## src/rtl/otter_dcache_ctrl.sv

```systemverilog
// Direct-mapped write-back, write-allocate data cache for the OTTER memory stage.
// Handles byte/half lane merging and load extension; moves whole 128-bit lines to BRAM.
module otter_dcache_ctrl #(
    parameter int unsigned INDEX_W = 4,
    parameter int unsigned TAG_W   = 28 - INDEX_W
) (
    input  logic        CLK,
    input  logic        RST,
    input  logic [31:0] cpu_addr,
    input  logic [31:0] cpu_wdata,
    input  logic        cpu_rd,
    input  logic        cpu_we,
    input  logic [1:0]  cpu_size,
    input  logic        cpu_sign,
    output logic [31:0] cpu_rdata,
    output logic        cpu_done,
    output logic        cpu_stall,
    output logic        cpu_err,
    output logic [31:0] MEM_ADDR2,
    output logic        MEM_READ2,
    output logic        MEM_WRITE2,
    output logic [31:0] MEM_w0,
    output logic [31:0] MEM_w1,
    output logic [31:0] MEM_w2,
    output logic [31:0] MEM_w3,
    input  logic [31:0] MEM_r0,
    input  logic [31:0] MEM_r1,
    input  logic [31:0] MEM_r2,
    input  logic [31:0] MEM_r3
);
    localparam int unsigned LINES = 1 << INDEX_W;

    typedef enum logic [2:0] {
        S_IDLE, S_WB, S_FILL_REQ, S_FILL_WAIT, S_RESPOND
    } state_t;

    state_t state_q, state_d;

    logic [31:0]        data_q [LINES][4];
    logic [TAG_W-1:0]   tag_q  [LINES];
    logic [LINES-1:0]   valid_q;
    logic [LINES-1:0]   dirty_q;
    logic [31:0]        rdata_q;
    logic               done_q;
    logic               err_q;

    logic [1:0]         byte_off;
    logic [1:0]         word_off;
    logic [INDEX_W-1:0] idx;
    logic [TAG_W-1:0]   req_tag;
    logic               req_c, illegal_c, legal_c, hit_c;
    logic               access_c, fill_c, err_c;
    logic [31:0]        cur_word;

    assign byte_off = cpu_addr[1:0];
    assign word_off = cpu_addr[3:2];
    assign idx      = cpu_addr[3+INDEX_W:4];
    assign req_tag  = cpu_addr[31:4+INDEX_W];
    assign cur_word = data_q[idx][word_off];

    assign req_c     = cpu_rd | cpu_we;
    assign illegal_c = (cpu_rd & cpu_we) | (cpu_size == 2'd3)
                     | ((cpu_size == 2'd1) & byte_off[0])
                     | ((cpu_size == 2'd2) & (byte_off != 2'd0));
    assign legal_c   = req_c & ~illegal_c;
    assign hit_c     = valid_q[idx] & (tag_q[idx] == req_tag);

    // Load path: pick the addressed lane, then sign- or zero-extend.
    function automatic logic [31:0] load_ext(input logic [31:0] w, input logic [1:0] sz,
                                             input logic [1:0] b, input logic zx);
        logic [7:0]  by;
        logic [15:0] hw;
        by = w[{b, 3'b000} +: 8];
        hw = b[1] ? w[31:16] : w[15:0];
        case (sz)
            2'd0:    return zx ? {24'd0, by} : {{24{by[7]}}, by};
            2'd1:    return zx ? {16'd0, hw} : {{16{hw[15]}}, hw};
            default: return w;
        endcase
    endfunction

    function automatic logic [31:0] store_merge(input logic [31:0] old, input logic [31:0] wd,
                                                input logic [1:0] sz, input logic [1:0] b);
        logic [31:0] r;
        r = old;
        case (sz)
            2'd0:    r[{b, 3'b000} +: 8] = wd[7:0];
            2'd1:    if (b[1]) r[31:16] = wd[15:0]; else r[15:0] = wd[15:0];
            default: r = wd;
        endcase
        return r;
    endfunction

    always_ff @(posedge CLK) begin
        if (RST) state_q <= S_IDLE;
        else     state_q <= state_d;
    end

    always_comb begin
        state_d = state_q;
        case (state_q)
            S_IDLE:      if (legal_c && !hit_c)
                             state_d = (valid_q[idx] && dirty_q[idx]) ? S_WB : S_FILL_REQ;
            S_WB:        state_d = S_FILL_REQ;
            S_FILL_REQ:  state_d = S_FILL_WAIT;
            S_FILL_WAIT: state_d = S_RESPOND;
            S_RESPOND:   state_d = S_IDLE;
            default:     state_d = S_IDLE;
        endcase
    end

    // Bus strobes and control enables; all gated off in a reset cycle.
    always_comb begin
        MEM_READ2  = 1'b0;
        MEM_WRITE2 = 1'b0;
        MEM_ADDR2  = 32'd0;
        MEM_w0     = 32'd0;
        MEM_w1     = 32'd0;
        MEM_w2     = 32'd0;
        MEM_w3     = 32'd0;
        access_c   = 1'b0;
        fill_c     = 1'b0;
        err_c      = 1'b0;
        cpu_stall  = 1'b0;
        if (!RST) begin
            MEM_READ2  = (state_q == S_FILL_REQ);
            MEM_WRITE2 = (state_q == S_WB);
            fill_c     = (state_q == S_FILL_WAIT);
            access_c   = ((state_q == S_IDLE) && legal_c && hit_c) || (state_q == S_RESPOND);
            err_c      = (state_q == S_IDLE) && req_c && illegal_c;
            cpu_stall  = (state_q != S_IDLE) || (legal_c && !hit_c);
            if (MEM_WRITE2) begin
                MEM_ADDR2 = {tag_q[idx], idx, 4'b0000};
                MEM_w0    = data_q[idx][0];
                MEM_w1    = data_q[idx][1];
                MEM_w2    = data_q[idx][2];
                MEM_w3    = data_q[idx][3];
            end else if (MEM_READ2) begin
                MEM_ADDR2 = {req_tag, idx, 4'b0000};
            end
        end
    end

    always_ff @(posedge CLK) begin
        if (fill_c) begin
            data_q[idx][0] <= MEM_r0;
            data_q[idx][1] <= MEM_r1;
            data_q[idx][2] <= MEM_r2;
            data_q[idx][3] <= MEM_r3;
            tag_q[idx]     <= req_tag;
        end else if (access_c && cpu_we) begin
            data_q[idx][word_off] <= store_merge(cur_word, cpu_wdata, cpu_size, byte_off);
        end
    end

    always_ff @(posedge CLK) begin
        if (RST) begin
            valid_q <= '0;
            dirty_q <= '0;
        end else if (fill_c) begin
            valid_q[idx] <= 1'b1;
            dirty_q[idx] <= 1'b0;
        end else if (access_c && cpu_we) begin
            dirty_q[idx] <= 1'b1;
        end
    end

    always_ff @(posedge CLK) begin
        if (RST) begin
            rdata_q <= 32'd0;
            done_q  <= 1'b0;
            err_q   <= 1'b0;
        end else begin
            done_q <= access_c;
            err_q  <= err_c;
            if (access_c && cpu_rd)
                rdata_q <= load_ext(cur_word, cpu_size, byte_off, cpu_sign);
        end
    end

    assign cpu_rdata = rdata_q;
    assign cpu_done  = done_q;
    assign cpu_err   = err_q;
endmodule

```

## config.mk

```make
export PLATFORM = sky130hd
export DESIGN_NAME = otter_dcache_ctrl
export DESIGN_NICKNAME = d
export VERILOG_FILES = /design/src/rtl/otter_dcache_ctrl.sv
export SDC_FILE = /design/constraint.sdc
export NUM_CORES = 2
export LEC_CHECK = 0
export ABC_AREA = 1
export BUFFER_PORTS_ARGS = -buffer_cell sky130_fd_sc_hd__buf_2
export CAP_MARGIN = 10
export CELL_PAD_IN_SITES_DETAIL_PLACEMENT = 0
export CELL_PAD_IN_SITES_GLOBAL_PLACEMENT = 2
export CORE_UTILIZATION = 40
export CTS_CLUSTER_DIAMETER = 150
export DETAILED_ROUTE_END_ITERATION = 16
export GPL_TIMING_DRIVEN = 0
export PLACE_DENSITY_LB_ADDON = 0.1
export SLEW_MARGIN = 20
export SYNTH_ARGS = -nofsm -noshare
export SYNTH_HDL_FRONTEND = slang
export SYNTH_SLANG_ARGS = --single-unit
```

## constraint.sdc

```tcl
create_clock -name CLK -period 13.8 [get_ports CLK]
set_input_delay 0.69 -clock CLK [delete_from_list [all_inputs] [get_ports CLK]]
set_output_delay 0.69 -clock CLK [all_outputs]
set_load 0.01 [all_outputs]
```

==> flow_summary.ini <==
[grt]
grt_pass1_vias = 68400
grt_pass1_wl_um = 640000
gr-usage-all-layers_pct = 38.9
grt_overflow = 0
antenna_found_initial = 35
grt_max_degree = 20

[critical_path]
rr_worst_depth = 20
r2r_end = data_q[8][92]
r2r-start = tag_q[6][21]
critical_path_class = primary input to register
arrival_ns = 7.95
end_kind = register
critPathLaunchType = primary input
crit_required_ns = 14.29
rrSetupSlack_ns = 8.25
critPathMaxFanout = 16

[yosys]
syn_area_sq_um = 99300
synth.most_common_cell = edfxtp_1
synth_edf_count = 2432
yosysUniqueCellTypes = 45
synth_mux_area_share_pct = 0
synthCells = 7329
synth_xor_area_share_pct = 0
avgSynthCellArea_sq_um = 13.5
synth_top_flop_cell = edfxtp_1
synth-compound-area-share_pct = 11.9
async_reset_ff_share_pct = 0
synthAdderAreaFrac_pct = 0.0630
synth_top_area_share_pct = 73.6
yosysWarnings = 0
synth-seq-cells = 2501
synth_top_family_by_area = compound AO/OA/AOI/OAI gates
synth.area.top_cells = edfxtp_1 74%, a22oi_1 7.8%, nand2_1 5.4%
synthSimpleGateAreaFrac_pct = 10.1
seq_area_frac_synth_pct = 75.0
synth_top_area_cell = edfxtp_1
synth_commonest_cells = 2432 x edfxtp_1, 1438 x nand2_1, 1031 x a22oi_1, 633 x a21oi_1, 508 x nor2_1

[floorplan]
dieWidth_um = 500
initial_core_util_pct = 40.3
die_h_um = 500
coreArea_sq_um = 246000
ioPinCount = 396
die_area_sq_um = 250000
rows = 182

[routing]
antenna_left = 0
drc = 0
routedWlPerCell_um = 41.7
wl_um = 494000
drtIter0Drc = 12200
via_per_inst = 6.26
vias = 74100
drt-pass1-iter-count = 6

[clock_tree]
clk_pin_slew_ns = 0.06
cts.sinks = 2501
cts_root_buf = clkbuf_16
hold_buffers = 1
cts_setup_buffers = 0
htreeDepth = 5
clockBufferDepth = 4
numCtsBuffers = 291
clk_latency_ns = 0.95
post_cts_resized = 0
cts_tree = done

[finish]
fillers = 21500
area_growth_pct = 23.1
drive_gt1_share_pct = 18.9
nets = 8505

[power_and_ir_drop]
power_frac_clock_pct = 43.2
seqPwrFrac_pct = 49.0
internal-power_uw = 12800
power.density_nw_per_um2 = 139
p_sw_share_pct = 24.5
power.net_switching_uw = 4160
p_comb_share_pct = 7.8
ir_worst_vdd_mv = 0.113
p_leak_uw = 0.0423

[flow_run]
maxCapViolCount = 0

[placement]
portBuffers = 389
place_congestion = 0.968
dp_hpwl_um = 365000

[worst_hold_path]
hp-start = cpu_we
hold_path_class = primary input to register
worstHoldPathCells = 3
min_to = cpu_err

[timing]
post-route-min-period_ns = 7.46
tightest_slew_ns = 1.41
fmax_ghz = 0.134
setup_viol = 0
whs_ns = 0.0955
final_hold_viol_count = 0
rsz0062_at_grt = false
max-slew-margin-rel_pct = 5.00
post-route-period-util_pct = 54.1
fin_skew_ns = 0.0571
setup_tns_ns = 0
drv_slew = 0

[run_status]
status = complete, no violations
worst max-delay path by stage:
stage	start	to	slack, ns	cells after the start
CTS	cpu_addr[7]	data_q[6][116]	6.92	19
floorplan	cpu_addr[4]	data_q[0][0]	9.00	26
global route	cpu_addr[7]	data_q[13][116]	6.54	19
finish	cpu_addr[7]	data_q[6][116]	6.34	19
global placement	cpu_addr[6]	data_q[9][70]	1.37	19
detailed placement	cpu_addr[7]	data_q[11][116]	5.94	19
flip-flops by register name (all words and copies together) (netlist names), named ones only:
signal and count:
cpu_err 1, cpu_rdata 32, cpu_done 1, valid_q 16, data_q 2048, tag_q 384
state_q 3
critical path, cell delays in order:
cell and delay [ns]:
buf_2 0.13, inv_1 0.07, nor2_1 0.22, buf_2 0.36, inv_2 0.39, buf_2 0.66, buf_1 0.93, buf_2 0.77
a21oi_1 0.09, nor4_1 0.63, nor2_1 0.09, nor2_1 0.32, nand2_1 0.43, nand2_1 0.15, o21ai_1 0.07, nand2_1 0.09
nand3_1 0.84, nand3_1 0.42, nand2_1 0.50
power groups by stage:
stage	sequential (uW)	clock, uW	combinational, uW
floorplan	8490	0	536
global placement	8490	0	1210
detailed placement	8490	0	1260
CTS	8330	7320	1260
global route	8330	7600	1340
finish	8330	7330	1320
area by class of cell:
type,instances,area [sq um],area share [%]
Tap cell,3312,4140,3.39
Multi-Input combinational cell,4232,23000,18.8
Timing Repair Buffer,676,8710,7.13
Antenna cell,14,35.0,0.0287
Sequential cell,2501,74400,60.9
Inverter,123,467,0.382
Clock inverter,130,958,0.785
Buffer,476,2620,2.14
Clock buffer,370,7800,6.39
layer usage:
layer | vias to the layer above | GRT usage [%] | wire length, um
met2 | 5279 | 57.3 | 211000
li1 | 29600 | - | -
met5 | - | 0 | 217
met1 | 38100 | 51.5 | 188000
met4 | 8 | 25.1 | 39800
met3 | 1213 | 9.31 | 54300
metrics by stage:
step / area, sq um / instances / power, uW / setup WS (ns) / utilization [%]
floorplan: 99300 / 7332 / 9020 / 9.00 / -
global placement: 105000 / 11000 / 9700 / 1.37 / 42.8
detailed placement: 113000 / 11300 / 9750 / 5.94 / 46.0
CTS: 122000 / 11800 / 16900 / 6.92 / 49.6
global route: 122000 / 11800 / 17300 / 6.54 / 49.6
finish: 122000 / 11800 / 17000 / 6.34 / 49.6
cells in the final DEF, fill, tap and decap left out, types with 24 or more instances in the layout:
cell type | netlist | final
buf_4 | 42 | 67
buf_16 | 0 | 204
clkbuf_2 | 0 | 45
nand4_1 | 24 | 24
or2_1 | 29 | 29
a21oi_1 | 633 | 569
nor3_1 | 79 | 55
nor2_1 | 508 | 491
dfxtp_1 | 69 | 69
clkbuf_16 | 0 | 300
clkbuf_1 | 131 | 155
nand3_1 | 210 | 210
o21ai_0 | 56 | 56
nor4_2 | 11 | 40
nor3_2 | 0 | 24
edfxtp_1 | 2432 | 2432
o21ai_1 | 49 | 48
inv_1 | 111 | 111
or2_0 | 38 | 38
buf_12 | 0 | 30
nand2_1 | 1438 | 1438
clkinv_2 | 0 | 43
a22oi_1 | 1031 | 1031
a21oi_4 | 0 | 64
buf_6 | 37 | 45
buf_2 | 229 | 626
clkinv_1 | 2 | 61
cells by family after synthesis:
logic type | count (synthesis)
and+or+nand+nor | 2410
adders and majority gates | 5
buffers and inverters | 599
other | 1
AOI/OAI and AO/OA | 1813
DFF | 2501
Note: power is estimated with default switching activity, not from simulation.
